<file path="config.mk">
export PLATFORM = sky130hd
export DESIGN_NAME = exec_divider
export DESIGN_NICKNAME = d
export VERILOG_FILES = /design/src/rtl/exec_divider.sv
export SDC_FILE = /design/constraint.sdc
export NUM_CORES = 1
export LEC_CHECK = 0
export ABC_AREA = 1
export CORE_AREA = 2 2 177 179
export DETAILED_ROUTE_END_ITERATION = 10
export DIE_AREA = 0 0 179 181
export GPL_ROUTABILITY_DRIVEN = 0
export PLACE_DENSITY = 0.67
export SETUP_SLACK_MARGIN = 0.1
export SLEW_MARGIN = 20
export SYNTH_ARGS = -nofsm -noshare
export SYNTH_HDL_FRONTEND = slang
export SYNTH_SLANG_ARGS = --single-unit
export TNS_END_PERCENT = 5
</file>
<file path="constraint.sdc">
create_clock -name clk -period 2.8 [get_ports clk]
set_input_delay 0.56 -clock clk [delete_from_list [all_inputs] [get_ports clk]]
set_output_delay 0.56 -clock clk [all_outputs]
set_load 0.02 [all_outputs]
</file>
<file path="src/rtl/exec_divider.sv">
// Iterative 32-bit RISC-V divider for the execute stage.
// Restoring radix-2, one quotient bit per cycle, with bypass for corner cases.
package riscv_defines;

  typedef enum logic [2:0] {
    ALUOP_ADD,
    ALUOP_LOGIC,
    ALUOP_SHIFT,
    ALUOP_MUL,
    ALUOP_DIV,
    ALUOP_BRANCH
  } aluop_t;

  typedef enum logic [4:0] {
    ALU_ADD,
    ALU_SUB,
    ALU_AND,
    ALU_OR,
    ALU_XOR,
    ALU_SLL,
    ALU_SRL,
    ALU_SRA,
    ALU_SLT,
    ALU_SLTU,
    ALU_MUL,
    ALU_MULH,
    ALU_MULHSU,
    ALU_MULHU,
    ALU_DIV,
    ALU_DIVU,
    ALU_REM,
    ALU_REMU
  } alucontrol_t;

endpackage

module exec_divider
  import riscv_defines::*;
(
  input  logic        clk,
  input  logic        start,
  input  logic        flush,
  input  logic        ex_fire,
  input  aluop_t      aluop,
  input  alucontrol_t alucontrol,
  input  logic [31:0] in_a,
  input  logic [31:0] in_b,
  output logic        div_busy,
  output logic        div_valid,
  output logic [31:0] divresult
);

  typedef enum logic [1:0] {
    IDLE,
    CALC,
    DONE
  } state_t;

  state_t      state;
  state_t      state_nxt;

  logic [31:0] q_r;
  logic [31:0] rem_r;
  logic [31:0] dvs_r;
  logic [4:0]  cnt_r;
  alucontrol_t op_r;
  logic        neg_q_r;
  logic        neg_r_r;
  logic        byp_r;

  logic        acc;
  logic        in_sgn;
  logic        in_rem;
  logic        known;
  logic        a_neg;
  logic        b_neg;
  logic [31:0] mag_a;
  logic [31:0] mag_b;
  logic        c_bad;
  logic        c_zero;
  logic        c_ovf;
  logic        bypass;
  logic [31:0] byp_val;
  logic [32:0] r_sh;
  logic [32:0] diff;
  logic        ge;
  logic        op_rem;
  logic [31:0] fin;

  assign div_busy = (state != IDLE);

  // Operand decode and corner-case detection at the accept edge.
  always_comb begin
    acc    = (state == IDLE) && ex_fire
             && (aluop == ALUOP_DIV) && !flush;
    in_sgn = (alucontrol == ALU_DIV)
             || (alucontrol == ALU_REM);
    in_rem = (alucontrol == ALU_REM)
             || (alucontrol == ALU_REMU);
    known  = in_sgn || in_rem
             || (alucontrol == ALU_DIVU);
    a_neg  = in_sgn && in_a[31];
    b_neg  = in_sgn && in_b[31];
    mag_a  = a_neg ? (32'd0 - in_a) : in_a;
    mag_b  = b_neg ? (32'd0 - in_b) : in_b;
    c_bad  = !known;
    c_zero = known && (in_b == 32'd0);
    c_ovf  = known && in_sgn
             && (in_a == 32'h8000_0000)
             && (in_b == 32'hFFFF_FFFF);
    bypass = c_bad || c_zero || c_ovf;
    byp_val = 32'd0;
    unique case (1'b1)
      c_bad:  byp_val = 32'd0;
      c_zero: byp_val = in_rem ? in_a : 32'hFFFF_FFFF;
      c_ovf:  byp_val = in_rem ? 32'd0 : 32'h8000_0000;
      default: byp_val = 32'd0;
    endcase
  end

  // One restoring step plus final sign correction.
  always_comb begin
    r_sh   = {rem_r, q_r[31]};
    diff   = r_sh - {1'b0, dvs_r};
    ge     = r_sh[32] || !diff[32];
    op_rem = (op_r == ALU_REM) || (op_r == ALU_REMU);
    if (byp_r)
      fin = q_r;
    else if (op_rem)
      fin = neg_r_r ? (32'd0 - rem_r) : rem_r;
    else
      fin = neg_q_r ? (32'd0 - q_r) : q_r;
  end

  // State register.
  always_ff @(posedge clk or negedge start) begin
    if (!start)
      state <= IDLE;
    else
      state <= state_nxt;
  end

  // Next-state logic; flush wins over everything.
  always_comb begin
    state_nxt = state;
    unique case (state)
      IDLE:    if (acc) state_nxt = bypass ? DONE : CALC;
      CALC:    if (cnt_r == 5'd31) state_nxt = DONE;
      DONE:    state_nxt = IDLE;
      default: state_nxt = IDLE;
    endcase
    if (flush)
      state_nxt = IDLE;
  end

  // Datapath: operand latch, iteration, result register.
  always_ff @(posedge clk or negedge start) begin
    if (!start) begin
      q_r       <= '0;
      rem_r     <= '0;
      dvs_r     <= '0;
      cnt_r     <= '0;
      op_r      <= ALU_ADD;
      neg_q_r   <= 1'b0;
      neg_r_r   <= 1'b0;
      byp_r     <= 1'b0;
      div_valid <= 1'b0;
      divresult <= '0;
    end else if (flush) begin
      q_r       <= '0;
      rem_r     <= '0;
      dvs_r     <= '0;
      cnt_r     <= '0;
      op_r      <= ALU_ADD;
      neg_q_r   <= 1'b0;
      neg_r_r   <= 1'b0;
      byp_r     <= 1'b0;
      div_valid <= 1'b0;
      divresult <= '0;
    end else begin
      div_valid <= 1'b0;
      unique case (state)
        IDLE: begin
          if (acc) begin
            op_r    <= alucontrol;
            rem_r   <= '0;
            cnt_r   <= '0;
            byp_r   <= bypass;
            q_r     <= bypass ? byp_val : mag_a;
            dvs_r   <= bypass ? 32'd0 : mag_b;
            neg_q_r <= !bypass && (a_neg ^ b_neg);
            neg_r_r <= !bypass && a_neg;
          end
        end
        CALC: begin
          q_r   <= {q_r[30:0], ge};
          rem_r <= ge ? diff[31:0] : r_sh[31:0];
          cnt_r <= cnt_r + 5'd1;
        end
        DONE: begin
          divresult <= fin;
          div_valid <= 1'b1;
        end
        default: ;
      endcase
    end
  end

endmodule

</file>
# Word level (Yosys, flattened, before mapping)
# Index checks and enable logic that the tools add are counted.
# totals
wordCells,110
ff_bits,144
inputBits,76
output_inout_bits,34
# classes
bitwise,1
n_eq_ne,14
reduce_logical,33
add_sub_neg,6
muxes,45
# op_table
operator,n
32-bit two-way mux,20
32-bit one-hot mux with 2 select lines,3
"1-bit by 32-bit subtractor with 32-bit output, first input constant",4
"32-bit equality test, second input constant",2
33-bit by 32-bit subtractor with 33-bit output,1
32-bit zero test,1
"5-bit equality test, second input constant",5
5-bit two-way mux,5
1-bit logical AND,11
1-bit two-way mux,11
"5-bit by 4-bit equality test with 1-bit output, second input constant",2
5-bit one-hot mux with 2 select lines,1
1-bit logical OR,8
2-bit two-way mux,4
2-bit nonzero test,4
"3-bit != test, second input constant",2
2-bit AND reduction,3
"5-bit by 1-bit adder with 5-bit output, second input constant",1
1-bit zero test,4
2-bit one-hot mux with 2 select lines,1
"3-bit equality test, second input constant",1
3-bit nonzero test,1
"2-bit by 1-bit equality test with 1-bit output, second input constant",1
"2-bit equality test, second input constant",1
other kinds (2),2

# Logic depth before layout (Yosys ltp)
# Gate-level depths: netlist of the first run.
# depth
depth_word,13
depth_mapped,17
mapped_depth_nobuf,16

# Worst setup path before layout of the first run
# No wires, ideal clock.
# synth_path
path_type,register -> register
start,register q_r[31]
end,register rem_r[4]
required_time_ns,2.673
setup_slack_ns,0.534
setup_time_ns,0.127
synth_period_minus_slack_ns,2.266
path_stages_with_launch,17
path_buffers,1
t_arrival_ns,2.138
path_cell_list,dfrtp_1 > inv_1 > ha_1 > fa_1 > inv_1 > nand2_1 > o21ai_2 > nand2_1 > nand2_1 > nand2_1 > nand2_2 > nand3_4 > nand2_4 > buf_6 > nand2_1 > nand3_1 > o21ai_0
# synth_between
elab_chain_len,6
# synth_rtl
item,line,source
"start, declared",62,logic [31:0] q_r;
"start signal, assigned",189,q_r <= bypass ? byp_val : mag_a;
"start signal, assigned",196,"q_r <= {q_r[30:0], ge};"
33-bit by 32-bit subtractor with 33-bit output (*),124,"diff = r_sh - {1'b0, dvs_r};"
1-bit zero test,125,ge = r_sh[32] || !diff[32];
1-bit logical OR,125,
32-bit two-way mux (*),197,rem_r <= ge ? diff[31:0] : r_sh[31:0];
32-bit one-hot mux with 2 select lines (*),182,unique case (state)
32-bit two-way mux (*),169,end else if (flush) begin
"end signal, assigned",197,
"end, declared",63,logic [31:0] rem_r;
# Mark *: on every way between the ends. The rest lies on a longest branch, timed or not.
# A chain may end at the register's enable or synchronous reset.

# Final worst setup path of the first run
# layout_path
start,register q_r[31]
end,register rem_r[30]
# Same word-level chain as after synthesis.

==> impl_metrics.json, run 1 <==
{
  "status": "finished clean",
  "crit_fanout": 10,
  "pwr-share-comb_pct": 22.8,
  "coreArea_um2": 30350,
  "internal-power_mw": 4.117,
  "min_period_ns": 2.539,
  "drc": 0,
  "wire_per_inst_um": 16.46,
  "start_util_pct": 44.76,
  "post_cts_buffers": 0,
  "synthMuxAreaShare_pct": 0,
  "yosys_warnings": 0,
  "grt_pass1_vias": 14330,
  "required_ns": 3.13,
  "critPathTopFamily": "simple AND/OR/NAND/NOR gates",
  "register_area_um2": 3578,
  "drv_slew": 0,
  "numCtsBuffers": 17,
  "yosysSeqAreaShare_pct": 26.34,
  "numPortBuffers": 109,
  "synth_fp_nets": 2390,
  "clkTransAtPathRegs_ns": 0.07,
  "finalCritPeriodShare_pct": 90.67,
  "areaGrowthSynthToFinish_pct": 19.18,
  "synth-simple-area-share_pct": 40.51,
  "crit_path_max_incr_delay_ns": 0.37,
  "synth_ff_type": "dfrtp_1",
  "synth_top_cell_by_area": "dfrtp_1",
  "path_class": "register to register",
  "n_antenna_cell": 0,
  "netlist_instances": 2274,
  "ant_nets": 0,
  "clock-sinks": 143,
  "power_density_nw_per_um2": 371.5,
  "num_rows": 64,
  "finalHoldViolations": 0,
  "synth_top_family_by_area": "simple AND/OR/NAND/NOR gates",
  "vdd_drop_max_v": 0.0004459,
  "instances_no_fill": 2829,
  "ctsHoldBuffers": 0,
  "cap_viol_max_count": 0,
  "htreeDepth": 4,
  "synth_edf_count": 0,
  "antenna_found_initial": 0,
  "yosysMostFrequentCell": "nand2_1",
  "syn_avg_cell_area_um2": 5.973,
  "track_usage_pct": 29.38,
  "yosys-top-cells-area": "dfrtp_1, nand2_1, nand3_1, inv_1, nor2_1",
  "grt_start_max_net_pins": 55,
  "cts_tree": "built",
  "cp-start-kind": "register",
  "cp.arrival_ns": 2.87,
  "fp.dieW_um": 179,
  "firstDrtPassIters": 6,
  "synth_cell_type_count": 50,
  "finalSetupTns_ns": 0,
  "routed_wl_um": 46570,
  "drive_gt1_share_pct": 7.604,
  "grt_overflow_total": 0,
  "synth_area_um2": 13580,
  "die_area_um2": 32400,
  "dr_total_vias": 15460,
  "rsz0062_at_grt": "no",
  "hpwlAfterDp_um": 37070,
  "cts_buffer_depth": 2,
  "power_frac_clock_pct": 41.3,
  "synth.top_cell.area_share_pct": 26.34,
  "crit_buf_inv": 3,
  "timing.hold.ws_ns": 0.08353,
  "synth-seq-cells": 143,
  "fillers": 3063,
  "async_flop_share_pct": 100.0,
  "seq_power_share_pct": 35.8,
  "leakagePower_nw": 8.556,
  "slew_headroom_pct": 34.00,
  "worstMarginPinSlew_ns": 0.9885,
  "fin_skew_ns": 0.007800,
  "slowest_stage": "dfrtp_1",
  "swShare_pct": 31.55,
  "cts_resized": 0,
  "p_sw_mw": 1.897,
  "layout.nets": 2537,
  "viasPerCell": 5.466,
  "crit_path_frequent_cell": "nand2_1",
  "synth_common_cells": "nand2_1, inv_1, nor2_1",
  "synth-xor-area-share_pct": 3.546,
  "synth-compound-area-share_pct": 14.89,
  "ioPinCount": 110,
  "die_h_um": 181,
  "grt_pass1_wl_um": 74950,
  "synth_fa_ha_area_share_pct": 3.740,
  "cts_root_buffer": "clkbuf_16",
  "multiInputGateArea_um2": 8531,
  "crit_chain": "inv_1, ha_1, fa_1, inv_1, nand2_1, o21ai_2, nand2_1, nand2_1, nand2_1, nand2_2, nand3_4, nand2_4, buf_4, nand3_1, nand2_1, nand2_1",
  "setup_violations": 0,
  "dp_cells": 2798,
  "drtIter0Drc": 1777,
  "clkLatencyLatePin_ns": 0.44,
  "fmax_ghz": 0.3939,
  "end_kind": "register",
  "hp-class": "input port to asynchronous set/reset pin"
}
## metrics by stage
step | instance area [µm²] | util (%) | power (mW) | worst slack [ns]
2_1_floorplan | 13580 | - | 2.980 | 0.5344
3_3_place_gp | 15550 | 51.25 | 3.535 | 0.03015
3_5_place_dp | 15550 | 51.25 | 3.541 | 0.01085
4_1_cts | 16190 | 53.33 | 6.027 | 0.2754
5_1_grt | 16190 | 53.34 | 6.275 | 0.1065
6_report | 16190 | 53.34 | 6.014 | 0.2613
## power groups by stage
stage                     logic (mW)  registers, mW  clock network [mW]
after CTS                       1.36           2.15                2.52
after floorplan                0.790           2.19                   0
after global placement          1.35           2.19                   0
after detailed placement        1.35           2.19                   0
final                           1.37           2.16                2.49
after global routing            1.52           2.16                2.59
## routing by layer
metal  global-route usage (%)  up-vias  wire [µm]  part of all wire, %
met1                    41.97     7029      20960                   45
met4                    11.32        0       1632                  3.5
met3                    4.019       94       3575                  7.7
met5                        0        -          0                    0
met2                    44.75      682      20410                   44
li1                         -     7659          -                    -
## worst reg2reg max path, stage by stage (launching register included)
cell     delay, ns
dfrtp_1       0.37
inv_1         0.07
ha_1          0.23
fa_1          0.37
inv_1         0.12
nand2_1       0.09
o21ai_2       0.14
nand2_1       0.06
nand2_1       0.09
nand2_1       0.07
nand2_2       0.10
nand3_4       0.08
nand2_4       0.17
buf_4         0.20
nand3_1       0.12
nand2_1       0.09
nand2_1       0.04
## sequential cells by signal (all words and copies together) (netlist names), 2 cells and up
signal,flops
q_r,32
op_r,4
state,2
cnt_r,5
divresult,32
dvs_r,32
rem_r,32
## cell usage in the layout, fill, tap and decap left out, drive strengths merged
| cell type | Yosys | final |
|---|---|---|
| a211oi | 1 | 1 |
| a21oi | 129 | 129 |
| a22o | 1 | 1 |
| a31o | 1 | 1 |
| a31oi | 2 | 2 |
| a32o | 1 | 1 |
| and2 | 3 | 3 |
| buf | 42 | 94 |
| bufinv | 0 | 4 |
| clkbuf | 32 | 17 |
| clkdlybuf4s50 | 0 | 108 |
| clkinv | 1 | 6 |
| dfrtp | 143 | 143 |
| fa | 1 | 1 |
| ha | 39 | 39 |
| inv | 287 | 292 |
| nand2 | 730 | 730 |
| nand3 | 243 | 243 |
| nand3b | 7 | 7 |
| nand4 | 35 | 35 |
| nor2 | 259 | 259 |
| nor3 | 17 | 17 |
| nor4 | 5 | 5 |
| o211ai | 9 | 9 |
| o21ai | 195 | 195 |
| o21bai | 1 | 1 |
| o22ai | 31 | 31 |
| o31ai | 2 | 2 |
| or2 | 2 | 2 |
| xnor2 | 28 | 28 |
| xor2 | 27 | 27 |
## kinds of logic (layout without fill, tap and decap cells)
logic type | after synthesis | after routing
AO/OA/AOI/OAI | 373 | 373
flip-flops | 143 | 143
adder cells (fa/ha/maj) | 40 | 40
XOR/XNOR | 55 | 55
AND/OR/NAND/NOR | 1301 | 1301
buffers and inverters | 362 | 521
## path summary, 6_finish.rpt
path | startpoint | end | slack [ns] | cells after the start
min in group clk | divresult[14]$_DFFE_PN0P_ | divresult[14]$_DFFE_PN0P_ | 0.48 | 2
hold / removal | start | divresult[25]$_DFFE_PN0P_ | 0.08 | 1
setup / recovery | q_r[31]$_DFFE_PN0P_ | rem_r[30]$_DFFE_PN0P_ | 0.26 | 16
setup reg to reg | q_r[31]$_DFFE_PN0P_ | rem_r[30]$_DFFE_PN0P_ | 0.26 | 16
hold reg to reg | divresult[14]$_DFFE_PN0P_ | divresult[14]$_DFFE_PN0P_ | 0.48 | 2
max in group asynchronous | start | dvs_r[11]$_DFFE_PN0P_ | 2.02 | 2
## final cells by class
type	count	area share (%)
clock buffer	17	2.628
clock inverter	14	1.275
inverter	288	6.709
multi-input combinational	1769	52.70
sequential	143	22.11
tap	396	3.061
timing repair buffer	202	11.52
(Power assumes the default switching activity.)
==> run 2, diff against run 1 <==
--- a/config.mk
+++ b/config.mk
@@ -16,4 +16,4 @@
 export SYNTH_ARGS = -nofsm -noshare
 export SYNTH_HDL_FRONTEND = slang
 export SYNTH_SLANG_ARGS = --single-unit
-export TNS_END_PERCENT = 5
+export TNS_END_PERCENT = 30
==> results of run 2 <==
Final layout, timing and power as in run 1 (identical DEF).
==> run 3, diff against run 2 <==
--- a/config.mk
+++ b/config.mk
@@ -5,12 +5,12 @@
 export SDC_FILE = /design/constraint.sdc
 export NUM_CORES = 1
 export LEC_CHECK = 0
-export ABC_AREA = 1
-export CORE_AREA = 2 2 177 179
+export ABC_AREA = 0
+export CORE_AREA = 2 2 161 163
 export DETAILED_ROUTE_END_ITERATION = 10
-export DIE_AREA = 0 0 179 181
+export DIE_AREA = 0 0 163 165
 export GPL_ROUTABILITY_DRIVEN = 0
-export PLACE_DENSITY = 0.67
+export PLACE_DENSITY = 0.68
 export SETUP_SLACK_MARGIN = 0.1
 export SLEW_MARGIN = 20
 export SYNTH_ARGS = -nofsm -noshare
==> constraint.sdc (replaced) <==
create_clock -name clk -period 2.39 [get_ports clk]
set_input_delay 0.478 -clock clk [delete_from_list [all_inputs] [get_ports clk]]
set_output_delay 0.478 -clock clk [all_outputs]
set_load 0.02 [all_outputs]
==> impl_metrics.json, run 3 <==
{
  "status": "complete, but fails checks",
  "violations": "negative setup slack",
  "layout_commonest_cell": "buf_4",
  "yosys-top-cells-area": "dfrtp_1, o21ai_0, a21oi_1, nand2_1, ha_1",
  "grt_pass1_wl_um": 68450,
  "yosysMostFrequentCell": "o21ai_0",
  "firstDrtPassIters": 6,
  "layout.nets": 2006,
  "routed_wl_um": 44200,
  "synth_common_cells": "o21ai_0, nand2_1, dfrtp_1",
  "dr_total_vias": 13620,
  "synth_area_um2": 11230,
  "syn_avg_cell_area_um2": 7.831,
  "path_class": "register to register",
  "fp.dieW_um": 163,
  "cts_buffer_depth": 2,
  "antenna_found_initial": 0,
  "numPortBuffers": 109,
  "die_area_um2": 26900,
  "numCtsBuffers": 17,
  "coreArea_um2": 25040,
  "ant_nets": 0,
  "finalPower_mw": 6.555,
  "slowest_stage": "ha_1",
  "cp-start-kind": "register",
  "setup_slack_ns": -0.5380,
  "crit_path_frequent_cell": "buf_12",
  "finalCritPeriodShare_pct": 122.5,
  "netlist_instances": 1434,
  "clkLatencyLatePin_ns": 0.43,
  "rsz0062_at_grt": "yes",
  "vdd_drop_max_v": 0.0003538,
  "hpwlAfterDp_um": 30310,
  "synth_top_cell_by_area": "dfrtp_1",
  "fmax_ghz": 0.3415,
  "track_usage_pct": 32.23,
  "power_density_nw_per_um2": 369.4,
  "synth_ff_type": "dfrtp_1",
  "worstMarginPinSlew_ns": 0.8356,
  "instances_no_fill": 2233,
  "start_util_pct": 44.85,
  "synth_fp_nets": 1550,
  "synth_edf_count": 0,
  "drc": 0,
  "leakagePower_nw": 8.346,
  "synth_cell_type_count": 77,
  "crit_buf_inv": 5,
  "viasPerCell": 6.099,
  "drtIter0Drc": 1482,
  "drv_slew": 0,
  "cap_viol_max_count": 0,
  "dpl-instance-area_um2": 15360,
  "areaGrowthSynthToFinish_pct": 58.05,
  "die_h_um": 165,
  "hp-class": "input port to register",
  "grt_start_max_net_pins": 55,
  "clock-sinks": 143,
  "finalHoldViolations": 0,
  "yosys_warnings": 0,
  "num_rows": 58,
  "layout_common_cells": "buf_4, nand2_1, dfrtp_1",
  "cp.arrival_ns": 3.23,
  "synth-seq-cells": 143,
  "required_ns": 2.70,
  "cts_root_buffer": "clkbuf_16",
  "design_area_um2": 17750,
  "wire_per_inst_um": 19.79,
  "grt_overflow_total": 0,
  "dp_cells": 2145,
  "ioPinCount": 110,
  "crit_path_max_incr_delay_ns": 0.39,
  "clkTransAtPathRegs_ns": 0.06,
  "yosysSeqAreaShare_pct": 31.87,
  "async_flop_share_pct": 100.0,
  "crit_fanout": 6,
  "grt_pass1_vias": 13000,
  "critPathTopFamily": "compound AO/OA/AOI/OAI gates",
  "fin_skew_ns": 0.01118,
  "slew_headroom_pct": 44.16,
  "min_period_ns": 2.928,
  "setup_violations": 109,
  "drive_gt1_share_pct": 35.21,
  "end_kind": "register",
  "n_antenna_cell": 0,
  "htreeDepth": 4,
  "cts_tree": "built",
  "synth.top_cell.area_share_pct": 31.87,
  "crit_chain": "inv_1, ha_1, buf_4, o21a_1, o31a_1, a41o_1, a21oi_2, nand2_2, a21oi_4, buf_12, nor2_4, buf_6, buf_12, mux2i_1, o21ai_1"
}
[run 3: repair_timing]
item | CTS | global route
endpoints found under the hold margin | 38 | 0
buffers inserted | 36 | 12
resized for setup | 249 | 163
gates cloned | 8 | 0
pin swaps | 98 | 73
hold buffers | 1 | 0
endpoints found under the setup margin | 127 | 127
[run 3: cell families (layout without fill, tap and decap cells)]
kind of cell	count (synthesis)	count (layout)	share of synthesized area, %
flip-flops	143	143	31.87
multiplexers	28	28	2.507
buffers and inverters	152	620	5.237
AO/OA/AOI/OAI	533	533	29.07
XOR/XNOR	93	93	7.253
adder cells (fa/ha/maj)	40	40	4.524
AND/OR/NAND/NOR	445	446	19.54
[run 3: tightest hold or removal path, cell delays in order]
cell	delay [ns]
buf_6	0.07
buf_4	0.09
mux2i_1	0.05
nor2_1	0.08
[run 3: per-layer routing]
layer,up-vias,share of wire [%],global-route usage [%]
li1,6176,-,-
met1,6414,40,43.48
met2,844,45,49.81
met3,185,10,6.328
met4,0,4.8,15.29
met5,-,0,0
[run 3: worst paths after layout]
kind                                           start                   endpoint  slack [ns]  cells after the start
setup / recovery                dvs_r[4]$_DFFE_PN0P_      rem_r[16]$_DFFE_PN0P_       -0.54                     15
hold / removal                         alucontrol[1]        op_r[1]$_DFFE_PN0P_        0.39                      4
setup reg to reg                dvs_r[4]$_DFFE_PN0P_      rem_r[16]$_DFFE_PN0P_       -0.54                     15
hold reg to reg            divresult[15]$_DFFE_PN0P_  divresult[15]$_DFFE_PN0P_        0.48                      2
max in group asynchronous                      start       rem_r[7]$_DFFE_PN0P_        1.17                      3
min in group asynchronous                      start         q_r[2]$_DFFE_PN0P_        0.53                      2
[run 3: power by group]
part | leakage [nW] | total [mW] | switching, mW | internal (mW)
sequential | 2.00 | 2.44 | 0.00775 | 2.43
clock | 0.287 | 2.85 | 1.14 | 1.71
combinational | 6.06 | 1.27 | 0.650 | 0.622
total | 8.35 | 6.56 | 1.80 | 4.76
[run 3: through the flow]
stage | hold slack (ns) | worst slack [ns] | setup TNS [ns] | utilization [%]
finish | 0.3895 | -0.5380 | -22.69 | 70.89
global route | 0.3995 | -0.6407 | -31.82 | 70.89
CTS | 0.4356 | -0.4332 | -29.06 | 68.57
detailed placement | 0.4398 | -1.080 | -84.67 | 61.36
global placement | 0.4399 | -1.005 | -76.40 | 61.36
floorplan | 0.1824 | -0.3869 | -23.30 | -
[run 3: cell type report]
type | count | area (µm²)
fillers | 1786 | 7288
flip-flops and latches | 143 | 3580
inverters | 66 | 247.7
repair buffers | 522 | 4648
well taps | 330 | 412.9
clock inverters | 11 | 155.1
clock buffers | 21 | 460.4
multi-input cells | 1140 | 8244
